$ cat src/rtl/lms_pkg.sv
// Shared helpers for the LMS datapath: width math, saturating add and the
// accumulator state encoding.
package lms_pkg;

  typedef enum logic {
    FIRST,
    ACCUM
  } acc_state_t;

  typedef struct packed {
    logic              ovf;
    logic signed [63:0] sum;
  } sat_res_t;

  // Ceiling log2; returns 0 for n <= 1.
  function automatic int clog2(input int n);
    int r;
    r = 0;
    while ((1 << r) < n) r++;
    return r;
  endfunction

  // Signed add of two w-bit values carried in 64 bits. The 64-bit sum is
  // exact, so it doubles as the w+1-bit overflow check. On overflow the
  // result is clamped (sat=1) or wrapped to w bits (sat=0); the returned
  // value is always sign-extended from w bits.
  function automatic sat_res_t sat_add(input logic signed [63:0] a,
                                       input logic signed [63:0] b,
                                       input int                 w,
                                       input logic               sat);
    logic signed [63:0] s;
    logic signed [63:0] hi;
    logic signed [63:0] lo;
    sat_res_t           r;
    s     = a + b;
    hi    = (64'sd1 <<< (w - 1)) - 64'sd1;
    lo    = -hi - 64'sd1;
    r.ovf = (s > hi) || (s < lo);
    if (!r.ovf)
      r.sum = s;
    else if (sat)
      r.sum = (s > hi) ? hi : lo;
    else
      r.sum = (s <<< (64 - w)) >>> (64 - w);
    return r;
  endfunction

endpackage

$ cat src/rtl/adder_tree_level.sv
// One registered adder-tree level: pairs N signed W-bit inputs into
// ceil(N/2) W+1-bit sums. An odd last input passes through sign-extended.
module adder_tree_level #(
  parameter int N = 2,
  parameter int W = 16
) (
  input  logic                           clk,
  input  logic                           rst,
  input  logic                           d_valid,
  input  logic                           d_last,
  input  logic [N*W-1:0]                 d,
  output logic                           q_valid,
  output logic                           q_last,
  output logic [((N+1)/2)*(W+1)-1:0]     q
);

  localparam int M = (N + 1) / 2;

  for (genvar j = 0; j < M; j++) begin : g_pair
    logic signed [W-1:0] a;
    logic signed [W-1:0] b;
    logic signed [W:0]   sum_p;

    assign a = d[2*j*W +: W];
    if (2*j + 1 < N) begin : g_b
      assign b = d[(2*j+1)*W +: W];
    end else begin : g_zero
      assign b = '0;
    end

    // Exact pair sum: one extra bit absorbs the carry.
    always_ff @(posedge clk)
      sum_p <= {a[W-1], a} + {b[W-1], b};

    assign q[j*(W+1) +: W+1] = sum_p;
  end

  // Framing bits follow the data through this level.
  always_ff @(posedge clk) begin
    if (rst) begin
      q_valid <= 1'b0;
      q_last  <= 1'b0;
    end else begin
      q_valid <= d_valid;
      q_last  <= d_last;
    end
  end

endmodule

$ cat src/rtl/adder_tree_acc.sv
// Pipelined signed multi-lane adder tree with lane masking and a frame
// accumulator (saturating or wrapping) for the LMS summing stage.
module adder_tree_acc
  import lms_pkg::*;
#(
  parameter int DATA_W    = 16,
  parameter int LANES     = 8,
  parameter int ACC_EXT_W = 4,
  parameter bit SAT       = 1'b1
) (
  input  logic                                      clk,
  input  logic                                      rst,
  input  logic                                      din_valid,
  input  logic                                      din_last,
  input  logic [LANES-1:0]                          lane_mask,
  input  logic [DATA_W*LANES-1:0]                   dataIn,
  output logic                                      sum_valid,
  output logic [DATA_W+clog2(LANES)+ACC_EXT_W-1:0]  sumOut,
  output logic                                      ovf
);

  localparam int D      = clog2(LANES);
  localparam int TREE_W = DATA_W + D;
  localparam int SUM_W  = TREE_W + ACC_EXT_W;
  localparam int LEAVES = 1 << D;

  // Bit offset of tree level k inside the flat level bus.
  function automatic int lvl_off(input int k);
    int o;
    o = 0;
    for (int j = 0; j < k; j++) o += (LEAVES >> j) * (DATA_W + j);
    return o;
  endfunction

  localparam int BUS_W = lvl_off(D + 1);

  logic [BUS_W-1:0] tree_bus;
  logic [D:0]       vld_bus;
  logic [D:0]       last_bus;
  logic             vld_p0;
  logic             last_p0;

  // ---- stage p0: input register with lane masking, padded to 2^D leaves
  for (genvar i = 0; i < LEAVES; i++) begin : g_lane
    if (i < LANES) begin : g_live
      logic [DATA_W-1:0] lane_p0;
      // Cleared lanes enter the tree as zero.
      always_ff @(posedge clk)
        lane_p0 <= lane_mask[i] ? dataIn[i*DATA_W +: DATA_W] : '0;
      assign tree_bus[i*DATA_W +: DATA_W] = lane_p0;
    end else begin : g_pad
      assign tree_bus[i*DATA_W +: DATA_W] = '0;
    end
  end

  // Input framing register.
  always_ff @(posedge clk) begin
    if (rst) begin
      vld_p0  <= 1'b0;
      last_p0 <= 1'b0;
    end else begin
      vld_p0  <= din_valid;
      last_p0 <= din_last;
    end
  end

  assign vld_bus[0]  = vld_p0;
  assign last_bus[0] = last_p0;

  // ---- stages p1..pD: registered tree levels
  for (genvar k = 0; k < D; k++) begin : g_level
    adder_tree_level #(
      .N(LEAVES >> k),
      .W(DATA_W + k)
    ) u_level (
      .clk     (clk),
      .rst     (rst),
      .d_valid (vld_bus[k]),
      .d_last  (last_bus[k]),
      .d       (tree_bus[lvl_off(k) +: (LEAVES >> k) * (DATA_W + k)]),
      .q_valid (vld_bus[k+1]),
      .q_last  (last_bus[k+1]),
      .q       (tree_bus[lvl_off(k+1) +: (LEAVES >> (k+1)) * (DATA_W + k + 1)])
    );
  end

  logic signed [TREE_W-1:0] tree_sum;
  logic                     tree_vld;
  logic                     tree_last;

  assign tree_sum  = tree_bus[lvl_off(D) +: TREE_W];
  assign tree_vld  = vld_bus[D];
  assign tree_last = last_bus[D];

  // ---- stage pD+1: frame accumulator and output registers
  acc_state_t               state;
  acc_state_t               state_next;
  logic signed [SUM_W-1:0]  acc;
  logic signed [SUM_W-1:0]  acc_next;
  logic                     flag;
  logic                     flag_next;
  logic signed [63:0]       acc_wide;
  logic signed [63:0]       tree_wide;
  sat_res_t                 res;
  logic                     unused_hi;

  // Accumulator state register.
  always_ff @(posedge clk) begin
    if (rst) state <= FIRST;
    else     state <= state_next;
  end

  // Next accumulator value, frame overflow flag and FSM transition.
  always_comb begin
    state_next = state;
    acc_next   = acc;
    flag_next  = flag;
    acc_wide   = (state == FIRST) ? 64'sd0 : 64'(acc);
    tree_wide  = 64'(tree_sum);
    res        = sat_add(acc_wide, tree_wide, SUM_W, SAT);
    if (tree_vld) begin
      acc_next   = res.sum[SUM_W-1:0];
      flag_next  = ((state == ACCUM) && flag) || res.ovf;
      state_next = tree_last ? FIRST : ACCUM;
    end
  end

  assign unused_hi = ^res.sum[63:SUM_W];

  // Accumulator and frame-result registers; sumOut/ovf hold between strobes.
  always_ff @(posedge clk) begin
    if (rst) begin
      acc       <= '0;
      flag      <= 1'b0;
      sum_valid <= 1'b0;
      sumOut    <= '0;
      ovf       <= 1'b0;
    end else begin
      acc       <= acc_next;
      flag      <= flag_next;
      sum_valid <= tree_vld && tree_last;
      if (tree_vld && tree_last) begin
        sumOut <= acc_next;
        ovf    <= flag_next;
      end
    end
  end

endmodule
$ cat config.mk
export PLATFORM = sky130hd
export DESIGN_NAME = adder_tree_acc
export DESIGN_NICKNAME = d
export VERILOG_FILES = /design/src/rtl/lms_pkg.sv /design/src/rtl/adder_tree_level.sv /design/src/rtl/adder_tree_acc.sv
export SDC_FILE = /design/constraint.sdc
export NUM_CORES = 1
export LEC_CHECK = 0
export CAP_MARGIN = 40
export CORE_AREA = 4 4 210 212
export CTS_BUF_LIST = sky130_fd_sc_hd__clkbuf_16
export CTS_CLUSTER_DIAMETER = 100
export CTS_CLUSTER_SIZE = 24
export DETAILED_ROUTE_END_ITERATION = 7
export DIE_AREA = 0 0 214 216
export HOLD_SLACK_MARGIN = 0.02
export MAX_ROUTING_LAYER = met4
export PLACE_DENSITY_LB_ADDON = 0.2
export SLEW_MARGIN = 10
export SYNTH_ARGS = -nofsm -noshare
export SYNTH_HDL_FRONTEND = slang
export SYNTH_SLANG_ARGS = --single-unit
$ cat constraint.sdc
create_clock -name clk -period 12 [get_ports clk]
set_input_delay 2.4 -clock clk [delete_from_list [all_inputs] [get_ports clk]]
set_output_delay 2.4 -clock clk [all_outputs]
set_load 0.005 [all_outputs]
== Word-level counts from Yosys, hierarchy flattened ==
Cells that the tools add are included.
Widths: inputs -> output; s select.

* Register bits after elaboration: 309
* Input bits: 140
* Output and inout port bits: 25
* Word-level logic and storage cells: 49

* Add/subtract/negate cells: 8
* Magnitude comparators: 2
* Muxes and demuxes: 6
* Reductions and logical operators: 4

{| class="wikitable"
|+ Operator list
! cell !! number
|-
| $mux 23 || 3
|-
| $add 16x16->17 || 4
|-
| $add 64x19->64 || 1
|-
| $gt 64x23->1 const B || 1
|-
| $lt 64x23->1 const B || 1
|-
| $mux 64 || 1
|-
| $add 17x17->18 || 2
|-
| $add 18x18->19 || 1
|-
| $logic_and 1x1->1 || 2
|-
| $logic_or 1x1->1 || 2
|-
| $mux 1 || 2
|}

== Longest topological paths before layout ==
* Word-level depth: 6
* Depth in mapped cells: 21
* Gate-level depth less buffers: 19

== Modules after synthesis ==
A second synthesis with hierarchy kept.

* Cells, all modules: 1564
* Area, all modules: 15074.5 um2

{| class="wikitable"
|+ Modules (own cells, without submodules)
! module !! instances !! cells an instance !! area each (um2) !! sequential area each (um2)
|-
| adder_tree_acc || 1 || 715 || 7110.6 || 3603.5
|-
| adder_tree_level (g_level[0].u_level) || 1 || 446 || 4271.6 || 1401.3
|-
| adder_tree_level (g_level[1].u_level) || 1 || 262 || 2381.0 || 760.7
|-
| adder_tree_level (g_level[2].u_level) || 1 || 141 || 1311.3 || 420.4
|}

== Worst setup path before layout ==
Ideal clock, no wire load.

* Path type: register to register
* Start: reg state
* End: reg sumOut[10]
* Library setup time: 81 ps
* Arrival time: 4642 ps
* Data required time: 11919 ps
* Slack: 7277 ps
* Cell stages (with the launch flop): 21
* Buffers on the path: 2
* Period minus slack after synthesis: 4723 ps
* Cell sequence: dfxtp_1 clkbuf_1 and2_1 ha_1 inv_1 fa_1 nor2b_4 o31ai_2 a211oi_1 a221oi_4 o21ai_2 a31o_4 a21o_1 fa_1 or4_1 o41ai_1 o41ai_4 nor2_2 buf_4 a211oi_2 a211oi_2

* Cells in the longest elaborated chain, start to end: 6
* Elaborated cells between the ends (all ways): 8
* Those cells by class: add/sub (1); order compare (2); mux (4); reduce/logical (1)

{| class="wikitable"
|+ Ends and longest elaborated chain
! element !! RTL line !! RTL
|-
| start: declaration || adder_tree_acc.sv:96 || <nowiki>acc_state_t state;</nowiki>
|-
| start signal: assignment || adder_tree_acc.sv:110 || <nowiki>else state <= state_next;</nowiki>
|-
| $mux 64 * || adder_tree_acc.sv:118 || <nowiki>acc_wide = (state == FIRST) ? 64'sd0 : 64'(acc);</nowiki>
|-
| $add 64x19->64 * || lms_pkg.sv:35 || <nowiki>s = a + b;</nowiki>
|-
| $gt 64x23->1 / $lt 64x23->1 (equally long branches) || lms_pkg.sv:38, lms_pkg.sv:42 ||
|-
| $mux 23 / $logic_or 1x1->1 (equally long branches) || lms_pkg.sv:42, lms_pkg.sv:38 ||
|-
| $mux 23 * || lms_pkg.sv:39 || <nowiki>if (!r.ovf)</nowiki>
|-
| $mux 23 * || adder_tree_acc.sv:121 || <nowiki>if (tree_vld) begin</nowiki>
|-
| end signal: assignment || adder_tree_acc.sv:143 || <nowiki>sumOut <= acc_next;</nowiki>
|-
| end: declaration || adder_tree_acc.sv:18 || <nowiki>output logic [DATA_W+clog2(LANES)+ACC_EXT_W-1:0] sumOut,</nowiki>
|}

Mark *: on every way between the ends. The rest lies on a longest branch, timed or not.
A chain may end at the register's enable or synchronous reset.

== Final worst setup path ==
* Start: reg state
* End: reg sumOut[0]

The elaborated chain is that of the path after synthesis.

==> out/metrics.cfg <==
[status]
outcome = finished, final reports clean

[drt]
ant_nets = 0
vias = 10550
routedWlPerCell_um = 13.98
vias_per_cell = 4.767
drcViolationCount = 0
drtPass1Iterations = 5
wl_um = 30930
drt_first_iter_violations = 588

[grt]
track_usage_pct = 13.68
antenna_found_initial = 1
grt_pass1_vias = 10720
grt-ovfl-total = 0
grt_max_degree = 59
grt_first_pass_wirelength_um = 52270

[logic_synthesis]
synth_area_per_cell_um2 = 9.685
yosys.area.top_type = dfxtp_1
synthTopCellsByArea = dfxtp_1 42%, ha_1 12%, and2_1 6.9%, xnor2_1 4.2%, nor2_1 3.6%
synth_edf_count = 0
ys_warn_count = 0
synth_seq_area_share_pct = 42.16
async_reset_ff_share_pct = 0
synth_flop_cell = dfxtp_1
netlist_area_um2 = 14670
synth_fp_nets = 1812
synth_cells = 1515
synth_top_area_share_pct = 42.16
ys_ff_latch = 309
yosys.cell_types.count = 73

[place]
place_inst = 2192
gp_congestion = 0.8447
hpwlAfterDp_um = 24520
io_buffers = 164
place_ws_ps = 6511

[min_path]
hold_class = register to register
holdPathStages = 1

[timing]
finalCritPeriodShare_pct = 45.58
worst_slack_ps = 6531
fin_skew_ps = 20.85
tns_ps = 0
hold_ws_ps = 450.8
max_freq_mhz = 182.8
period_needed_ps = 5469
finalSetupViolCount = 0
slew-limit-headroom_pct = 55.28
rsz0062_at_grt = false
hold_violations = 0
finalMaxSlewViolations = 0
worst_pin_slew_ps = 670.9

[worst_setup_path]
cp_max_fo = 25
reg2reg_depth = 18
slowest_delay_ps = 740
worst-setup-path-type = register to register
worst_path_max_delay_cell = dfxtp_1
worstPathCellList = and2_1 > ha_1 > nor2b_4 > o31ai_2 > a211oi_1 > a221oi_4 > o21ai_2 > a31o_4 > a21o_1 > fa_1 > nor4bb_1 > nand4_1 > o41ai_1 > o41ai_4 > nor2_2 > buf_4 > nand2_1 > a311oi_2
worstSetupEndpointType = register
crit_arrival_ps = 5900
cp-start-kind = register
required_ps = 12430

[clock_network]
clock_path_buffers = 3
cts.repair.resized = 0
hold_buffers = 0
post-cts-setup-buffer-count = 0
numCtsBuffers = 17
clk_latency_ps = 520
cts.htree.levels = 1
cts_sinks = 309
cts_tree = done
clk_pin_slew_ps = 100
cts-root-buf = clkbuf_16

[cells_and_area]
fin_cells = 2213
drive_gt1_share_pct = 4.421
fillers = 4105
regArea_um2 = 6186
antenna_cells = 0
area_delta_synth_final_pct = 18.36
utilization_pct = 41.40
multiInputGateArea_um2 = 8059
final_cell_mix = 309 x dfxtp_1, 163 x clkdlybuf4s50_1, 160 x and2_1
nets = 1969
layout_commonest_cell = dfxtp_1

[die]
die_y_um = 216
initial_utilization_pct = 34.98
dieArea_um2 = 46220
rows = 75
die_w_um = 214
io_pins = 165
core-area_um2 = 41950

[power_and_ir_drop]
irDropWorstVdd_mv = 0.08764
p_int_mw = 1.906
p_leak_nw = 7.398
p_switching_uw = 955.4
power_density_nw_per_um2 = 164.8
swShare_pct = 33.39
p_seq_share_pct = 44.1
pwr-share-clk_pct = 20.7
combPwrFrac_pct = 35.2

[run]
maxCapViolCount = 0

-- layer usage --
metal  global-route usage [%]  vias to the layer above  wire length [µm]
met5                        -                        -                 0
met2                    22.12                      144             13860
met4                    3.307                        0               565
met1                    18.17                     4822             15380
li1                         -                     5547                 -
met3                    2.096                       36              1126
-- stage by stage --
stage | instance area [µm²] | power (mW)
3_3_place_gp | 16880 | 2.295
6_report | 17370 | 2.861
3_5_place_dp | 16900 | 2.300
2_1_floorplan | 14670 | 2.037
4_1_cts | 17370 | 2.913
5_1_grt | 17370 | 3.084
-- flip-flops by register name, indices dropped and copies added (netlist names) --
register / flops
ovf: 1
g_level.u_level.g_pair.sum_p: 104
last_p0: 1
g_level.u_level.q: 19
sum_valid: 1
g_lane.g_live.lane_p0: 128
acc: 23
vld_p0: 1
state: 1
g_level.u_level.q_valid: 3
flag: 1
sumOut: 23
g_level.u_level.q_last: 3
-- power by group through the flow --
stage	combinational (mW)	sequential (mW)	clock, mW
6_report	1.01	1.26	0.593
5_1_grt	1.14	1.28	0.659
4_1_cts	1.02	1.27	0.630
3_5_place_dp	1.01	1.29	0
3_3_place_gp	1.00	1.29	0
2_1_floorplan	0.788	1.25	0
-- Yosys cell counts (12+ instances only) --
cell type,number
a211oi_1,28
a211oi_2,19
a21o_1,26
a21oi_1,69
and2_1,161
clkbuf_1,22
dfxtp_1,309
fa_1,18
ha_1,139
inv_1,76
nand2_1,56
nand3_1,25
nor2_1,140
nor2b_1,30
nor3_1,55
o21a_1,22
o21ai_0,47
o31ai_1,16
or3_1,12
xnor2_1,71
xor2_1,27
-- kinds of logic after synthesis --
family	Yosys count	share of synthesized area, %
compound gates	310	15.74
xor+xnor	98	5.850
fa+ha+maj	157	14.31
buf+inv	108	2.925
flops	309	42.16
mux	3	0.2047
simple gates	530	18.81
-- worst paths after layout --
check	slack [ps]	from	end
setup / recovery	6530	state	sumOut[0]
hold / removal	450	vld_p0	g_level[0].u_level.q_valid
setup reg to reg	6530	state	sumOut[0]
hold reg to reg	450	vld_p0	g_level[0].u_level.q_valid
-- final cells by class --
class	instances	share of cell area (%)
clock buffers	17	2.450
clock inverters	4	0.2450
inverters	76	1.643
multi-input cells	1098	46.40
flip-flops and latches	309	35.62
well taps	539	3.883
repair buffers	170	9.755
-- worst max-delay path, delay by kind of cell (launching register included) --
family	cells	cell delay, ps
AOI/OAI and AO/OA	9	2470
and+or+nand+nor	6	1090
buffers and inverters	1	310
adders and majority gates	2	780
DFF	1	740
Note: power is estimated with default switching activity, not from simulation.
